--- config.mk ---
export PLATFORM = sky130hd
export DESIGN_NAME = scan_sequencer
export DESIGN_NICKNAME = d
export VERILOG_FILES = /design/src/rtl/scan_sequencer.sv
export SDC_FILE = /design/constraint.sdc
export NUM_CORES = 1
export LEC_CHECK = 0
export ABC_AREA = 0
export CAP_MARGIN = 20
export CORE_MARGIN = 2
export CORE_UTILIZATION = 59
export DETAILED_ROUTE_END_ITERATION = 12
export PLACE_DENSITY = 0.85
export SKIP_CTS_REPAIR_TIMING = 1
export SLEW_MARGIN = 0
export SYNTH_ARGS = -nofsm -noshare
export SYNTH_HDL_FRONTEND = slang
export SYNTH_SLANG_ARGS = --single-unit
--- constraint.sdc ---
create_clock -name clock -period 4.9 [get_ports clock]
set_input_delay 0.98 -clock clock [delete_from_list [all_inputs] [get_ports clock]]
set_output_delay 0.98 -clock clock [all_outputs]
set_load 0.03 [all_outputs]
--- src/rtl/scan_sequencer.sv ---
`timescale 1ns/1ps
// Cube-state scan sequencer: requests setup moves, debounces the colour sensors,
// assembles the packed cube state and validates the colour counts.
module scan_sequencer #(
    parameter int NUM_OBS     = 48,
    parameter int COLOR_W     = 3,
    parameter int SPLIT       = 24,
    parameter int SAMPLES     = 3,
    parameter int MAX_RETRIES = 4,
    parameter int TIMEOUT     = 1000000
) (
    input  logic                           clock,
    input  logic                           reset,
    input  logic                           start,
    input  logic [COLOR_W-1:0]             edge_color_sensor,
    input  logic [COLOR_W-1:0]             corner_color_sensor,
    input  logic                           color_sensor_stable,
    output logic                           send_setup_moves,
    output logic [$clog2(NUM_OBS+1)-1:0]   counter,
    output logic [(NUM_OBS+6)*COLOR_W-1:0] cubestate_output,
    output logic                           cubestate_determined,
    output logic                           scan_error,
    output logic [1:0]                     error_code
);

    // state | meaning: SETUP idle/clear, PREP setup pulse, WAIT await stable sensor,
    // SAMPLE debounce, FINAL restore pulse, CHECK count colours, DONE valid, ERROR fault held
    localparam logic [2:0] ST_SETUP  = 3'd0;
    localparam logic [2:0] ST_PREP   = 3'd1;
    localparam logic [2:0] ST_WAIT   = 3'd2;
    localparam logic [2:0] ST_SAMPLE = 3'd3;
    localparam logic [2:0] ST_FINAL  = 3'd4;
    localparam logic [2:0] ST_CHECK  = 3'd5;
    localparam logic [2:0] ST_DONE   = 3'd6;
    localparam logic [2:0] ST_ERROR  = 3'd7;

    localparam int CNT_W = $clog2(NUM_OBS+1);
    localparam int STK_W = NUM_OBS*COLOR_W;
    localparam int CUB_W = (NUM_OBS+6)*COLOR_W;
    localparam int TMR_W = $clog2(TIMEOUT+1);
    localparam int SMP_W = $clog2(SAMPLES+1);
    localparam int RTY_W = $clog2(MAX_RETRIES+1);

    localparam logic [CNT_W-1:0]   LAST_IDX  = CNT_W'(NUM_OBS-1);
    localparam logic [CNT_W-1:0]   SPLIT_IDX = CNT_W'(SPLIT);
    localparam logic [CNT_W-1:0]   PER_COLOR = CNT_W'(NUM_OBS/6);
    localparam logic [TMR_W-1:0]   TMR_INIT  = TMR_W'(TIMEOUT-1);
    localparam logic [SMP_W-1:0]   SMP_LAST  = SMP_W'(SAMPLES-1);
    localparam logic [RTY_W-1:0]   RTY_MAX   = RTY_W'(MAX_RETRIES);
    localparam logic [COLOR_W-1:0] MAX_CODE  = COLOR_W'(5);
    localparam logic [6*COLOR_W-1:0] CENTRES = {COLOR_W'(5), COLOR_W'(4), COLOR_W'(3),
                                                COLOR_W'(2), COLOR_W'(1), COLOR_W'(0)};

    logic [2:0]         state_q, state_d;
    logic [CNT_W-1:0]   counter_q, counter_d;
    logic [STK_W-1:0]   stickers_q, stickers_d;
    logic [CUB_W-1:0]   cube_q, cube_d;
    logic               determined_q, determined_d;
    logic               error_q, error_d;
    logic [1:0]         code_q, code_d;
    logic [TMR_W-1:0]   timer_q, timer_d;
    logic [SMP_W-1:0]   sample_cnt_q, sample_cnt_d;
    logic [RTY_W-1:0]   retry_q, retry_d, retry_inc;
    logic [COLOR_W-1:0] ref_q, ref_d;
    logic [CNT_W-1:0]   chk_idx_q, chk_idx_d;
    logic               invalid_q, invalid_d, invalid_next;
    logic [CNT_W-1:0]   tally_q [6];
    logic [CNT_W-1:0]   tally_d [6];
    logic [CNT_W-1:0]   tally_next [6];

    logic [COLOR_W-1:0] sel_color, commit_color, chk_code;
    logic               sample_match, counts_ok;

    always_comb begin
        sel_color    = (counter_q < SPLIT_IDX) ? edge_color_sensor : corner_color_sensor;
        sample_match = (sample_cnt_q == '0) || (sel_color == ref_q);
        commit_color = (sample_cnt_q == '0) ? sel_color : ref_q;
        retry_inc    = retry_q + 1'b1;
        chk_code     = stickers_q[int'(chk_idx_q)*COLOR_W +: COLOR_W];
        invalid_next = invalid_q | (chk_code > MAX_CODE);
        counts_ok    = 1'b1;
        for (int c = 0; c < 6; c++) begin
            tally_next[c] = (chk_code == COLOR_W'(c)) ? tally_q[c] + 1'b1 : tally_q[c];
            if (tally_next[c] != PER_COLOR) counts_ok = 1'b0;
        end
    end

    always_comb begin
        state_d      = state_q;
        counter_d    = counter_q;
        stickers_d   = stickers_q;
        cube_d       = cube_q;
        determined_d = determined_q;
        error_d      = error_q;
        code_d       = code_q;
        timer_d      = timer_q;
        sample_cnt_d = sample_cnt_q;
        retry_d      = retry_q;
        ref_d        = ref_q;
        chk_idx_d    = chk_idx_q;
        invalid_d    = invalid_q;
        tally_d      = tally_q;
        case (state_q)
            ST_SETUP: begin
                counter_d    = '0;
                determined_d = 1'b0;
                error_d      = 1'b0;
                code_d       = 2'd0;
                stickers_d   = '0;
                retry_d      = '0;
                if (start) state_d = ST_PREP;
            end
            ST_PREP: begin
                timer_d = TMR_INIT;
                state_d = ST_WAIT;
            end
            ST_WAIT: begin
                if (color_sensor_stable) begin
                    state_d      = ST_SAMPLE;
                    sample_cnt_d = '0;
                end else if (timer_q == '0) begin
                    state_d = ST_ERROR;
                    error_d = 1'b1;
                    code_d  = 2'd1;
                end else begin
                    timer_d = timer_q - 1'b1;
                end
            end
            ST_SAMPLE: begin
                if (!color_sensor_stable) begin
                    state_d = ST_WAIT;
                    timer_d = TMR_INIT;
                end else if (!sample_match) begin
                    retry_d      = retry_inc;
                    sample_cnt_d = '0;
                    if (retry_inc == RTY_MAX) begin
                        state_d = ST_ERROR;
                        error_d = 1'b1;
                        code_d  = 2'd2;
                    end
                end else if (sample_cnt_q == SMP_LAST) begin
                    stickers_d = {stickers_q[STK_W-COLOR_W-1:0], commit_color};
                    counter_d  = counter_q + 1'b1;
                    retry_d    = '0;
                    state_d    = (counter_q == LAST_IDX) ? ST_FINAL : ST_PREP;
                end else begin
                    if (sample_cnt_q == '0) ref_d = sel_color;
                    sample_cnt_d = sample_cnt_q + 1'b1;
                end
            end
            ST_FINAL: begin
                state_d   = ST_CHECK;
                chk_idx_d = '0;
                invalid_d = 1'b0;
                for (int c = 0; c < 6; c++) tally_d[c] = '0;
            end
            ST_CHECK: begin
                tally_d   = tally_next;
                invalid_d = invalid_next;
                chk_idx_d = chk_idx_q + 1'b1;
                if (chk_idx_q == LAST_IDX) begin
                    if (invalid_next || !counts_ok) begin
                        state_d = ST_ERROR;
                        error_d = 1'b1;
                        code_d  = 2'd3;
                    end else begin
                        state_d      = ST_DONE;
                        cube_d       = {CENTRES, stickers_q};
                        determined_d = 1'b1;
                    end
                end
            end
            ST_DONE: begin
                cube_d       = {CENTRES, stickers_q};
                determined_d = 1'b1;
                if (start) begin
                    state_d      = ST_SETUP;
                    determined_d = 1'b0;
                end
            end
            ST_ERROR: begin
                if (start) begin
                    state_d = ST_SETUP;
                    error_d = 1'b0;
                    code_d  = 2'd0;
                end
            end
            default: state_d = ST_SETUP;
        endcase
    end

    always_ff @(posedge clock or negedge reset) begin
        if (!reset) begin
            state_q      <= ST_SETUP;
            counter_q    <= '0;
            stickers_q   <= '0;
            cube_q       <= '0;
            determined_q <= 1'b0;
            error_q      <= 1'b0;
            code_q       <= 2'd0;
            timer_q      <= '0;
            sample_cnt_q <= '0;
            retry_q      <= '0;
            ref_q        <= '0;
            chk_idx_q    <= '0;
            invalid_q    <= 1'b0;
            for (int c = 0; c < 6; c++) tally_q[c] <= '0;
        end else begin
            state_q      <= state_d;
            counter_q    <= counter_d;
            stickers_q   <= stickers_d;
            cube_q       <= cube_d;
            determined_q <= determined_d;
            error_q      <= error_d;
            code_q       <= code_d;
            timer_q      <= timer_d;
            sample_cnt_q <= sample_cnt_d;
            retry_q      <= retry_d;
            ref_q        <= ref_d;
            chk_idx_q    <= chk_idx_d;
            invalid_q    <= invalid_d;
            for (int c = 0; c < 6; c++) tally_q[c] <= tally_d[c];
        end
    end

    // Pulses come straight from the one-cycle PREP/FINAL states, so reset kills them at once.
    assign send_setup_moves     = (state_q == ST_PREP) || (state_q == ST_FINAL);
    assign counter              = counter_q;
    assign cubestate_output     = cube_q;
    assign cubestate_determined = determined_q;
    assign scan_error           = error_q;
    assign error_code           = code_q;

endmodule

==> run summary <==
status: complete, no violations
Congestion Overflow GR: 0
Setup-failing EPs final: 0
top cell type's share of synthesized area: 0.441
Vias: 20.8k
CP endpoint kind: flop
Max transition margin: 0.274
DPL Wire Length: 40500 um
cell family with most CP delay: buffers and inverters
Int Power: 6.39 mW
fin. max-slew vios: 0
slowest cell on the critical path: dfrtp_4
DRC viols: 0
met1 usage: 0.489
sw frac: 0.429
RR Startpoint: chk_idx_q[0]$_DFFE_PN0P_
Mapped Area: 0.0212 mm^2
largest net degree at the start of global routing: 149
Crit path depth: 13
Worst Setup Start Kind: flop
CTS tree: done
Final nets: 2622
Tmin final: 4.71 ns
Post-synth top flop: dfrtp_1
number of global-route vias before repair: 20.0k
Area Growth Syn to Fin: 15.4%
drt first-iter violations: 2945
area of the die: 0.0374 mm^2
number of synthesized flops with an enable pin: 0
Max clock buf depth: 3
CP Max Fanout: 145
Inserted Diodes: 0
WS Path Type: flop to flop
Critical Path, Cell by Cell: buf_4 -> mux4_2 -> mux4_2 -> nand3_2 -> inv_2 -> nor4_1 -> buf_4 -> a31oi_1 -> o211ai_1 -> buf_12 -> nor3_1 -> nand4_1 -> o211ai_1
cell area after layout: 0.0245 mm^2
Max Cap Viol: 0
IO buf count: 171
Die H: 193 um
Yosys reg bits: 373
final hold slack: 0.457 ns
drt total wl: 65900 um
Syn. warnings: 0
Cells after Synth: 2571
Leak: 9.90 nW
NetSw: 4.80 mW
Clk pwr share: 0.282
GRT Util Overall: 0.347
io pins: 183
antenna-violating nets left: 0
PD cells: 458 mW/mm^2
first-pass GRT wire length: 107000 um
Max IR drop VDD: 0.000500 V
share of total power in sequential cells: 0.328
placed instance area: 0.0231 mm^2
Max stage delay on crit path: 0.60 ns
core area: 0.0355 mm^2
initial antenna violation count: 0
vias per std cell: 6.73
Synth area leader: dfrtp_1
synth top area cells: dfrtp_1 (44%), nand2_1 (14%), o211ai_1 (5.4%)
grt peak-use layer: met2
starting density of the core: 0.597
clk root buf: clkbuf_16
die width: 193 um
post-synthesis cell type count: 71
reg2reg setup slack: 0.19 ns
Buf/Inv on CP: 4
layout cells sized above 1: 0.0722
Routability Congestion: 0.949
Max Freq: 0.212 GHz
Clock Sinks: 373
worst r2r dst: cubestate_output[47]$_DFFE_PN0P_
ys async rst share: 1.00
Worst Hold Class: input pin to asynchronous set/reset pin
cell depth of the worst flop-to-flop path: 13
mean area per synthesized cell: 8.24 um^2
Seq/Total Area, Yosys: 0.441
Num CTS Buffers: 41
H-tree Lvls: 2
clk_skew: 0.0275 ns
unrepaired setup endpoints after global routing: true
per-cell routed wire length: 21.3 um
final hold vios: 0
worst slew pin tran: 1.09 ns
Skew-Pair Late Insertion Delay: 0.56 ns
# rows: 69
Tcrit/Tclk final: 0.961
crit path DAT: 5.13 ns
CP Data Required Time: 5.32 ns
Gate power share: 0.391
GRT met2 Usage: 0.547
DR pass1 iterations: 6
GR Util met3: 0.0561
CTS clk-pin slew, worst paths: 0.06 ns
## registers in the layout, indices dropped and copies added, names as in the netlist
signal and flops:
counter 6, cubestate_determined 1, tally_q 36, sample_cnt_q 2, chk_idx_q 6, cubestate_output 145, state_q 3, retry_q 3
error_code 2, timer_q 20, invalid_q 1, stickers_q 144, ref_q 3, scan_error 1
## worst reg2reg max path, stage by stage (launching register included)
cell and delay [ns]:
dfrtp_4 0.60, buf_4 0.34, mux4_2 0.58, mux4_2 0.54, nand3_2 0.19, inv_2 0.13
nor4_1 0.38, buf_4 0.21, a31oi_1 0.14, o211ai_1 0.39, buf_12 0.46, nor3_1 0.36
nand4_1 0.16, o211ai_1 0.11
## synth_stat cells (6+ instances only)
cell type  count
nand2_1      813
dfrtp_1      373
nand3_1      174
nor3_1       171
clkbuf_1     159
nand4_1      158
o211ai_1     152
nor2_1        61
o21ai_0       52
mux2i_1       46
buf_2         42
a21oi_1       33
mux4_2        25
buf_1         23
inv_1         23
buf_4         21
a22o_1        17
xnor2_1       17
o31ai_1       14
ha_1          13
a22oi_1       12
nor4_1        12
or4_1         10
buf_6          9
nor2b_1        8
o22ai_1        8
or3_1          8
and3_1         7
or2_2          7
xor2_1         7
a31oi_1        6
## placed cells by master, fill, tap and decap left out, drive strengths merged, types with 8 or more instances in the layout
cell,netlist,routed
nand2,813,813
dfrtp,373,373
nand3,175,175
nor3,171,171
clkdlybuf4s50,0,170
nand4,158,158
o211ai,154,154
nor2,61,61
buf,96,60
clkbuf,159,57
o21ai,52,52
mux2i,46,46
a21oi,33,33
mux4,25,25
inv,24,25
xnor2,17,17
a22o,17,17
o31ai,15,15
nor4,14,14
ha,13,13
a22oi,12,12
conb,1,11
or4,10,10
nor2b,8,8
o22ai,8,8
or3,8,8
## how the worst max path moves through the flow
stage | start | endpoint | slack [ns]
2_1_floorplan | chk_idx_q[0]$_DFFE_PN0P_ | cubestate_output[100]$_DFFE_PN0P_ | 1.04
3_3_place_gp | chk_idx_q[0]$_DFFE_PN0P_ | cubestate_output[129]$_DFFE_PN0P_ | 0.29
3_5_place_dp | chk_idx_q[0]$_DFFE_PN0P_ | scan_error$_DFFE_PN0P_ | 0.19
4_1_cts | chk_idx_q[0]$_DFFE_PN0P_ | scan_error$_DFFE_PN0P_ | 0.15
5_1_grt | chk_idx_q[0]$_DFFE_PN0P_ | scan_error$_DFFE_PN0P_ | -0.02
6_report | chk_idx_q[0]$_DFFE_PN0P_ | cubestate_output[47]$_DFFE_PN0P_ | 0.19
## layout make-up
cell class	count	area, um^2
repair buffers	230	2370
inverters	24	90.1
multi-input cells	1929	10700
well taps	461	577
fillers	2714	11000
flip-flops and latches	373	9340
clock inverters	17	204
clock buffers	57	1170
## metal layers
metal	wire, um	vias up
met5	0	-
met4	2290	0
met3	6550	203
met2	31100	1407
met1	25900	10000
li1	-	9135
## cell families after synthesis
group           Yosys count  share of synthesized area
simple gates           1447                      0.306
other cells               1                   0.000177
buf+inv                 279                     0.0596
fa+ha+maj                13                    0.00768
compound gates          359                      0.125
mux                      75                     0.0504
xor+xnor                 24                    0.00992
flops                   373                      0.441
## power by group through the flow
| stage | sequential (mW) | combinational, mW | clock [mW] |
|---|---|---|---|
| after global routing | 3.69 | 4.67 | 3.31 |
| final | 3.67 | 4.37 | 3.15 |
| after global placement | 3.69 | 4.17 | 0 |
| after detailed placement | 3.70 | 4.23 | 0 |
| after CTS | 3.65 | 4.25 | 3.17 |
| after floorplan | 3.60 | 3.00 | 0 |
## per-stage QoR
step | setup TNS [ns] | worst slack, ns | power [mW] | instances | utilization
2_1_floorplan | 0 | 1.04 | 6.59 | 2581 | -
3_3_place_gp | 0 | 0.291 | 7.86 | 3017 | 0.650
3_5_place_dp | 0 | 0.191 | 7.93 | 3017 | 0.650
4_1_cts | 0 | 0.151 | 11.1 | 3091 | 0.688
5_1_grt | -0.0167 | -0.0167 | 11.7 | 3091 | 0.689
6_report | 0 | 0.192 | 11.2 | 3091 | 0.689
Note: power is estimated with default switching activity, not from simulation.
